--- src/rtl/cache_mem_controller.sv ---
// cache_mem_controller: MEM-stage control FSM between a direct-mapped data cache and the SRAM controller
module cache_mem_controller #(
  parameter int ADDR_W = 32,
  parameter int DATA_W = 32
) (
  input  logic                clk,
  input  logic                rst,
  input  logic                mem_r_en,
  input  logic                mem_w_en,
  input  logic [ADDR_W-1:0]   address,
  input  logic [DATA_W-1:0]   wdata,
  output logic [DATA_W-1:0]   rdata,
  output logic                ready,
  input  logic                cache_miss,
  input  logic [DATA_W-1:0]   cache_out,
  output logic                cache_fill,
  output logic                cache_inval,
  output logic [2*DATA_W-1:0] fill_data,
  output logic                sram_r_en,
  output logic                sram_w_en,
  output logic [ADDR_W-1:0]   sram_addr,
  output logic [DATA_W-1:0]   sram_wdata,
  input  logic [2*DATA_W-1:0] sram_rdata,
  input  logic                sram_ready
);
  typedef enum logic [2:0] {IDLE, RD_WAIT, RD_DONE, WR_WAIT, WR_DONE} state_t;
  state_t state, next;
  logic [2*DATA_W-1:0] line_buf;
  // state register
  always_ff @(posedge clk or posedge rst)
    if (rst) state <= IDLE;
    else state <= next;
  // line buffer holds the fetched block until the word is returned in RD_DONE
  always_ff @(posedge clk or posedge rst)
    if (rst) line_buf <= '0;
    else if (state == RD_WAIT && sram_ready) line_buf <= sram_rdata;
  // next-state logic; stores take priority over loads
  always_comb begin
    next = IDLE;
    case (state)
      IDLE:    next = mem_w_en ? WR_WAIT : (mem_r_en && cache_miss) ? RD_WAIT : IDLE;
      RD_WAIT: next = sram_ready ? RD_DONE : RD_WAIT;
      WR_WAIT: next = sram_ready ? WR_DONE : WR_WAIT;
      default: next = IDLE;
    endcase
  end
  // outputs; reset forces the idle values so strobes drop the instant rst rises
  always_comb begin
    ready       = 1'b1;
    rdata       = '0;
    cache_fill  = 1'b0;
    cache_inval = 1'b0;
    sram_r_en   = 1'b0;
    sram_w_en   = 1'b0;
    fill_data   = line_buf;
    if (!rst)
      case (state)
        IDLE: begin
          sram_w_en   = mem_w_en;
          cache_inval = mem_w_en && !cache_miss;
          sram_r_en   = !mem_w_en && mem_r_en && cache_miss;
          ready       = !(mem_w_en || (mem_r_en && cache_miss));
          rdata       = (mem_r_en && !mem_w_en && !cache_miss) ? cache_out : '0;
        end
        RD_WAIT: begin
          sram_r_en  = 1'b1;
          ready      = 1'b0;
          cache_fill = sram_ready;
          fill_data  = sram_ready ? sram_rdata : line_buf;
        end
        RD_DONE: rdata = address[2] ? line_buf[2*DATA_W-1:DATA_W] : line_buf[DATA_W-1:0];
        WR_WAIT: begin
          sram_w_en = 1'b1;
          ready     = 1'b0;
        end
        default: ready = 1'b1;
      endcase
  end
  assign sram_addr  = (sram_r_en || sram_w_en) ? address : '0;
  assign sram_wdata = sram_w_en ? wdata : '0;
endmodule

--- config.mk ---
export PLATFORM = sky130hd
export DESIGN_NAME = cache_mem_controller
export DESIGN_NICKNAME = d
export VERILOG_FILES = /design/src/rtl/cache_mem_controller.sv
export SDC_FILE = /design/constraint.sdc
export NUM_CORES = 1
export LEC_CHECK = 0
export BUFFER_PORTS_ARGS = -buffer_cell sky130_fd_sc_hd__buf_2
export CAP_MARGIN = 20
export CORE_MARGIN = 10
export CORE_UTILIZATION = 38
export CTS_BUF_LIST = sky130_fd_sc_hd__clkbuf_8
export CTS_CLUSTER_DIAMETER = 200
export DETAILED_ROUTE_END_ITERATION = 7
export PLACE_DENSITY = 0.79
export SYNTH_ARGS = -nofsm -noshare
export SYNTH_HDL_FRONTEND = slang
export SYNTH_SLANG_ARGS = --single-unit
--- constraint.sdc ---
create_clock -name clk -period 4 [get_ports clk]
set_input_delay 0.8 -clock clk [delete_from_list [all_inputs] [get_ports clk]]
set_output_delay 0.8 -clock clk [all_outputs]
set_load 0.02 [all_outputs]
# After elaboration in Yosys (flattened, before gate mapping)

Index checks and enable logic that the tools add are counted.

Bits in registers: 67
Latch bits: 0
RAM bits: 0
Bits in read-only memories: 0
Logic and storage cells: 42
Memories kept: 0

Add/subtract/negate cells: 0
Multipliers: 0
Div/mod/pow operators: 0
$lt $le $gt $ge: 0
Equality and inequality tests: 3
Shift operators: 0
Muxes and demuxes: 24
Bitwise gates (word level): 0
Reduce and logical (&&, ||, !) cells: 13

Operators with widths:

| kind                                                                  | number |
|---|---|
| 64-bit 2-to-1 mux                                                     | 3 |
| 32-bit 2-to-1 mux                                                     | 5 |
| 32-bit case mux with 2 select lines                                   | 1 |
| 3-bit case mux with 3 select lines                                    | 1 |
| 1-bit 2-to-1 mux                                                      | 8 |
| 3-bit by 2-bit equality test with 1-bit output, second input constant | 2 |
| 1-bit logical AND                                                     | 6 |
| 1-bit case mux with 2 select lines                                    | 3 |
| 2-bit 2-to-1 mux                                                      | 2 |
| 3-bit by 1-bit equality test with 1-bit output, second input constant | 1 |
| 1-bit zero test                                                       | 3 |
| 3-bit zero test                                                       | 1 |
| 3-bit 2-to-1 mux                                                      | 1 |
| 1-bit logical OR                                                      | 2 |
| 2-bit OR reduction                                                    | 1 |

# Logic depth before layout (Yosys ltp)

Gate-level depths: netlist of the first run.

Depth after elaboration: 7
Gate-level depth with buffers: 6

# Worst setup path after synthesis of the first run

No wires, ideal clock.

Path type: input-to-output
Start point: in rst
End point: out fill_data[54]
Data arrival time: 3.251 ns
Required time: 3.200 ns
Slack: -0.051 ns
Stages on the path: 5
Buffers on the path: 2
Cell sequence: inv_1 > and2_1 > buf_4 > buf_6 > mux2_2

Cells in the longest elaborated chain, start to end: 1

Ends and longest elaborated chain:

| element           | line | RTL |
|---|---|---|
| start, declared   | 7    | `input logic rst,` |
| 64-bit 2-to-1 mux | 56   | `if (!rst)` |
| end, declared     | 18   | `output logic [2*DATA_W-1:0] fill_data,` |

No other way between the ends.

# Worst setup path after layout of the first run

Start point: reg state[1]
End point: out fill_data[7]

Cells in the longest elaborated chain, start to end: 3

Ends and longest elaborated chain:

| element                                        | line | RTL |
|---|---|---|
| start, declared                                | 27   | `state_t state, next;` |
| start signal, assigned                         | 32   | `else state <= next;` |
| 3-bit by 1-bit equality test with 1-bit output | 57   | `case (state)` |
| 64-bit 2-to-1 mux                              | 57   |  |
| 64-bit 2-to-1 mux                              | 56   |  |

No other way between the ends.

==> results list, run 1 <==
- The run finished with clean final reports.
- Highest clock frequency the design can meet: 304 MHz
- TritonCTS clock tree: done
- Startpoint of the lowest-slack hold path: line_buf[46]$_DFFE_PP0N_
- Switching power: 2.07 mW
* Placer Congestion: 0.875
- In this run the cell area measured after placement is 6230 sq um.
- Worst slew slack as a fraction of its limit: 43.1%
- Largest net degree at the start of global routing: 68
- Signal arrival time at the worst endpoint: 2480 ps
* Clock slew at the register clock pins of the worst setup and hold paths: 70 ps
- The detailed router finished its first iteration with 178 violations.
- The first global-routing pass estimated 26400 um of wire.
- After synthesis, the largest area contributor takes up 37.1% of total cell area.
- Summed over all layers, the global routing overflow is 0.
- At the worst endpoint, the required time is 3200 ps.
- Dividing total power by cell area gives a power density of 713 nW/um^2.
- Worst clock skew: 10.9 ps
- Critical path launch point type: register
* Net count after synthesis: 547
- Setup repair after global routing left no endpoint under its margin.
* Routed wire length per instance: 20.6 um
- Routed via count divided by cell count: 5.03
- The final-report hold violation count was 0.
* Net total in the final layout: 863
- In this run the horizontal extent of the chip is 129 um.
- Across the run, the number of max-cap violations was 0.
* Depth of the worst register-to-register path: 3
* Count of vias placed by the detailed router: 4269
- After synthesis, the mean cell area works out to 11.9 sq um.
- In the global route stage, overall resource usage came out at 20.0%.
- No sink is reached through more buffers than the 2 on the longest clock path.
- After detailed routing, the number of remaining DRC violations is 0.
- Number of antenna violations at the first check in global routing: 3
- Sorting the synthesized cells by area gives the leading types as sky130_fd_sc_hd__dfrtp_1 (37%), sky130_fd_sc_hd__mux2_2 (30%), sky130_fd_sc_hd__and2_1 (9.0%).
* Yosys warning count: 0
* Kind of end point of the critical path: output port
* Proportion of layout cells with a drive suffix above 1: 68.7%
* Post-CTS setup buffer count: 0
- Vias in the first global route: 4635
* WS Path Type: register to output port
- Buffers placed on the I/O ports in this run total 330.
- FF-to-FF Start: state[1]$_DFF_PP0_
- # IOs: 331
- Reg power frac: 28.6%
- Wires add up to 17400 um.
* CTS H-Tree Depth: 3
- The region available for standard cell placement spans 11500 sq um.
- Clock tree synthesis found a total of 67 sinks.
* Leakage component of the power: 3.35 nW
* Portion of the post-synthesis area used by sequential elements: 37.1%
- Hold-critical path depth: 1
- Buffers inserted to repair hold after CTS numbered 0.
- Sw frac: 45.2%
* Maximum vdd drop: 0.000510 V
- Portion of total power attributed to combinational logic: 59.2%
- The clock period could shrink to 3280 ps.
- Clock root cell: sky130_fd_sc_hd__clkbuf_8
- The die covers 16700 sq um.
- Counting distinct cell types in the post-synthesis netlist gives 29.
- HPWL Detailed: 14300 um
- In this run, synthesis produced a sequential element count of 67.
- Clock tree synthesis inserted a total of 9 buffers.
* Total Negative Setup Slacks: 0 ps
* Post-route cell area: 6430 sq um
- Post-Synthesis Cell Area: 4520 sq um
- Destination of the worst register-to-register timing path: line_buf[18]$_DFFE_PP0N_
* Synth Instances: 381
* Critical Path Fanout Max: 23
- The library cell used most frequently in the layout, excluding fill and tap cells, is sky130_fd_sc_hd__buf_2.
- The worst hold path terminates at line_buf[46]$_DFFE_PP0N_.
- Worst Tran Pin Value: 853 ps
- Commonest cells after routing, fill and taps aside: sky130_fd_sc_hd__buf_2 (330), sky130_fd_sc_hd__mux2_2 (120), sky130_fd_sc_hd__dfrtp_1 (67)
- For flop-to-flop paths, the worst setup slack is 1910 ps.
- Setup violations remaining at the end of the flow were counted as 0.
* Antenna Violating Nets Remaining: 0
- Cts repair resizes: 0
- Internal power comes to 2.51 mW.
- Row generation in the floorplan step produced 39 rows.
- Worst-Skew Late Latency: 340 ps
* Initial standard-cell utilization of the core: 39.2%
- The first TritonRoute pass finished after 4 iterations.
- Clock Power Share: 12.2%
- Part of the cycle the worst path needs: 82.1%
- Max-slew violation count: 0
* Vertical die dimension: 129 um
- sky130_fd_sc_hd__dfrtp_1 takes more of the synthesized area than any other cell.
* Layout-stage area growth over the synthesis result: 42.3%
- Class of the worst hold path: register to register
## critical path, stage by stage, from the launching register on
cell and delay [ps]:
sky130_fd_sc_hd__dfrtp_1 470, sky130_fd_sc_hd__and4bb_4 370, sky130_fd_sc_hd__and2_2 510, sky130_fd_sc_hd__buf_12 250, sky130_fd_sc_hd__mux2_2 360, sky130_fd_sc_hd__buf_2 160
## power groups by stage
stage	Combinational (mW)	Sequential (mW)	Clock, mW
floorplan	1.94	1.21	0
global placement	2.68	1.30	0
detailed placement	2.74	1.33	0
CTS	2.76	1.32	0.583
global route	2.91	1.37	0.616
finish	2.72	1.31	0.558
## routing by layer
layer  global-route usage (%)  share of wire (%)  vias to the layer above
li1                         -                  -                     2013
met1                     21.5                 37                     2053
met2                     35.3                 52                      180
met3                     7.99                9.3                       23
met4                     6.82                1.6                        0
met5                        0                  0                        -
## cells by family after synthesis
logic type / share of synthesized area [%]
multiplexers: 39.0
AND/OR/NAND/NOR: 11.6
flip-flops: 37.1
AO/OA/AOI/OAI: 7.45
buffers and inverters: 4.68
XOR/XNOR: 0.194
## layout make-up
cell class	instances	area, sq um
antenna	3	7.51
clock inverter	7	68.8
clock buffer	9	124
fill	1005	5080
multi-input combinational	280	2640
timing repair buffer	337	1730
sequential	67	1680
tap	143	179
inverter	2	11.3
## through the flow
step           worst slack [ps]  std cells  util, %  hold WS [ps]  total power, mW
6_report                    715        848     55.9           531             4.59
5_1_grt                     602        848     55.9           543             4.90
4_1_cts                     704        845     55.8           533             4.65
3_5_place_dp                752        829     54.1           515             4.07
3_3_place_gp                796        829     54.1           509             3.98
2_1_floorplan               368        381        -           495             3.15
## worst max path at each step
| stage | startpoint | end | slack [ps] | cells past startpoint |
|---|---|---|---|---|
| finish | state[1]$_DFF_PP0_ | fill_data[7] | 720 | 5 |
| global route | state[1]$_DFF_PP0_ | fill_data[13] | 600 | 5 |
| CTS | state[1]$_DFF_PP0_ | fill_data[45] | 700 | 5 |
| detailed placement | sram_ready | fill_data[45] | 750 | 6 |
| global placement | sram_ready | fill_data[16] | 800 | 6 |
| floorplan | rst | fill_data[31] | 370 | 5 |
## registers in the layout, summed over array words and instances, names as in the netlist
register / cells
line_buf: 64
state: 3
## synthesized netlist by cell type
library cell	number
sky130_fd_sc_hd__a21boi_2	1
sky130_fd_sc_hd__a21o_1	1
sky130_fd_sc_hd__a21oi_1	3
sky130_fd_sc_hd__and2_1	65
sky130_fd_sc_hd__and4bb_2	1
sky130_fd_sc_hd__buf_1	2
sky130_fd_sc_hd__buf_2	10
sky130_fd_sc_hd__buf_4	1
sky130_fd_sc_hd__buf_6	9
sky130_fd_sc_hd__clkbuf_1	10
sky130_fd_sc_hd__dfrtp_1	67
sky130_fd_sc_hd__inv_1	2
sky130_fd_sc_hd__mux2_1	8
sky130_fd_sc_hd__mux2_2	120
sky130_fd_sc_hd__mux2i_1	32
sky130_fd_sc_hd__nand2_1	2
sky130_fd_sc_hd__nand2b_1	1
sky130_fd_sc_hd__nor2_1	3
sky130_fd_sc_hd__nor2b_1	2
sky130_fd_sc_hd__nor3b_1	2
sky130_fd_sc_hd__nor3b_4	1
sky130_fd_sc_hd__nor4_1	1
sky130_fd_sc_hd__o211a_1	1
sky130_fd_sc_hd__o2bb2ai_1	30
sky130_fd_sc_hd__o2bb2ai_2	2
sky130_fd_sc_hd__or3_2	1
sky130_fd_sc_hd__or3b_2	1
sky130_fd_sc_hd__or4_4	1
sky130_fd_sc_hd__xor2_1	1
Note: power is estimated with default switching activity, not from simulation.
==> inputs of run 2 (changes only) <==
==> constraint.sdc (replaced) <==
create_clock -name clk -period 2.7 [get_ports clk]
set_input_delay 0.54 -clock clk [delete_from_list [all_inputs] [get_ports clk]]
set_output_delay 0.54 -clock clk [all_outputs]
set_load 0.02 [all_outputs]
==> results list, run 2 (synthesis gave the netlist of run 1 again) <==
* Post-route cell area: 6680 sq um
- Across the routed clock network, the largest skew measured is 11.6 ps.
- For this design, the sink count on the clock tree is 67.
- The path class of the tightest hold or removal check is input port to register.
- In this run the tightest slew margin relative to its limit is 41.6%.
* WS Path Type: register to output port
* Die Wd: 129 um
* Largest net degree at the start of global routing: 68
- Global routing consumed, over all layers together, 21.3% of the routing resources.
* Global Route met3 Usage: 8.69%
- Minimum clock period: 2700 ps
- After the first detailed-routing iteration, the DRC count stood at 210.
- TritonCTS built the clock tree.
- Hold repair after CTS inserted 0 buffers.
* Most used routing layer in global routing: met2
- Before antenna repair, the detailed router went through 4 iterations.
- Worst-Skew Late Latency: 330 ps
* Registers with the highest flip-flop counts: line_buf x64, state x3
- Leakage component of the power: 3.41 nW
* Register with the most flip-flops: line_buf
- Global routing used 22.7% of the available met1 tracks.
- The placed instances occupy a cell area of 6290 sq um.
* Worst slack after detailed placement: 150 ps
* Count of vias placed by the detailed router: 4401
- For this run, design rule violations remaining after detail routing come to 0.
* Worst Tran Pin Value: 876 ps
- Met2 global-route usage: 37.3%
- Setup repair after global routing could not meet its margin everywhere.
- The final layout contains routed wiring with a total length of 18900 um.
- Number of antenna violations at the first check in global routing: 5
- The run finished with clean final reports.
* Count of endpoints failing setup in the final report: 0
- Kind of end point of the critical path: output port
- Clock buffer count from CTS: 9
- The register with the most flip-flops in the layout has 64 of them.
- Placer Congestion: 0.948
* Data required time of the worst path: 2160 ps
- Antenna Violating Nets Remaining: 0
* CTS H-Tree Depth: 3
- Std-Cell Rows: 39
- Layout-stage area growth over the synthesis result: 47.8%
- Once routing completed, OpenROAD measured the worst setup slack at 3.52 ps.
- Routed wire length per instance: 22.0 um
- After detailed routing, the number of vias per cell comes to 5.13.
- The die covers 16700 sq um.
* Hold-critical path depth: 2
- Total power per unit cell area: 1060 nW/um^2
* Multi-input gate area: 2650 sq um
- Clock root cell: sky130_fd_sc_hd__clkbuf_8
* Final cell count without fillers: 858
- Initial standard-cell utilization of the core: 39.2%
* Max clock buf depth: 2
- Standard cell core area: 11500 sq um
- Net total in the final layout: 871
- In the finished design, the share of the clock period the worst path needs comes to 99.9%.
* Maximum vdd drop: 0.000743 V
- Buffers placed on the I/O ports in this run total 330.
- Design Power: 7.09 mW
- Measured along the y axis, the die boundary spans 129 um.
- The number of placed instances, taps included, is 831.
- Summed over all layers, the global routing overflow is 0.
- The final-report hold violation count is 0.
- The first global-routing pass estimated 27800 um of wire.
- Vias in the first global route: 4894
* Most common cell after layout, fill and taps aside: sky130_fd_sc_hd__buf_2
- Final-layout fill cell count: 981
- Critical path launch point type: register
- Cells with a size suffix above 1 make up 71.0% of the layout.
- In this run the worst path has a maximum fanout of 7.
- The library cells used most frequently in the layout, excluding fill and tap cells, are sky130_fd_sc_hd__buf_2 (297), sky130_fd_sc_hd__mux2_2 (127), sky130_fd_sc_hd__and2_1 (64), sky130_fd_sc_hd__dfrtp_1 (64), sky130_fd_sc_hd__buf_4 (40).
- Sequential cell area: 1680 sq um
* # IOs: 331
- HPWL Detailed: 15200 um
- After clock tree synthesis, the clock-pin slew on the worst setup and hold paths is 80 ps.
- Measured on the finished design, the core utilization comes to 58.0%.
* Highest clock frequency the design can meet: 371 MHz
- The number of pins with negative max-slew slack in the final report was 0.
* Signal arrival time at the worst endpoint: 2160 ps
- The tool flagged a number of max-cap violations equal to 0.
- Depth of the worst register-to-register path: 3
[run 2: area by class of cell]
class	instances	area share (%)
multi-input cells	280	39.7
well taps	143	2.68
flip-flops and latches	67	25.1
diodes	5	0.187
clock inverters	6	1.33
repair buffers	345	28.7
inverters	2	0.169
clock buffers	10	2.06
[run 2: routing by layer]
metal | share of wire (%) | vias to the layer above | wire length (um)
met5 | 0 | - | 0
met4 | 1.8 | 0 | 346
met3 | 9.0 | 20 | 1700
met2 | 52 | 196 | 9860
met1 | 37 | 2159 | 7000
li1 | - | 2026 | -
[run 2: timing repair]
item | 4_1_cts | 5_1_grt
cloned | 1 | 0
pin swaps | 1 | 0
setup buffers | 5 | 0
resized for setup | 15 | 28
endpoints found under the setup margin | 32 | 65
[run 2: metrics by stage]
step / hold slack (ps) / setup TNS [ps]
after floorplan: 499 / -22460
after CTS: 425 / 0
final: 447 / 0
after global routing: 422 / -1640
after global placement: 509 / 0
after detailed placement: 519 / 0
[run 2: power by group]
part           internal [mW]  switching (mW)
clock network          0.545           0.404
registers               1.52           0.405
logic                   1.90            2.31
total                   3.97            3.12
[run 2: path summary, 6_finish.rpt]
kind / start / to / slack [ps]
max in group asynchronous: rst / state[2]$_DFF_PP0_ / 1560
min in group asynchronous: rst / state[0]$_DFF_PP0_ / 550
worst max-delay path: state[1]$_DFF_PP0_ / rdata[16] / 4
worst min register to register: line_buf[17]$_DFFE_PP0N_ / line_buf[17]$_DFFE_PP0N_ / 530
worst min-delay path: sram_rdata[57] / line_buf[57]$_DFFE_PP0N_ / 450
worst max register to register: state[1]$_DFF_PP0_ / line_buf[9]$_DFFE_PP0N_ / 650
[run 2: worst max-delay path: stages, from the launching register on]
cell and delay, ps:
sky130_fd_sc_hd__dfrtp_2 460, sky130_fd_sc_hd__or4_4 550, sky130_fd_sc_hd__nor3b_4 200, sky130_fd_sc_hd__buf_4 150
sky130_fd_sc_hd__buf_6 130, sky130_fd_sc_hd__o2bb2ai_1 140, sky130_fd_sc_hd__buf_4 190
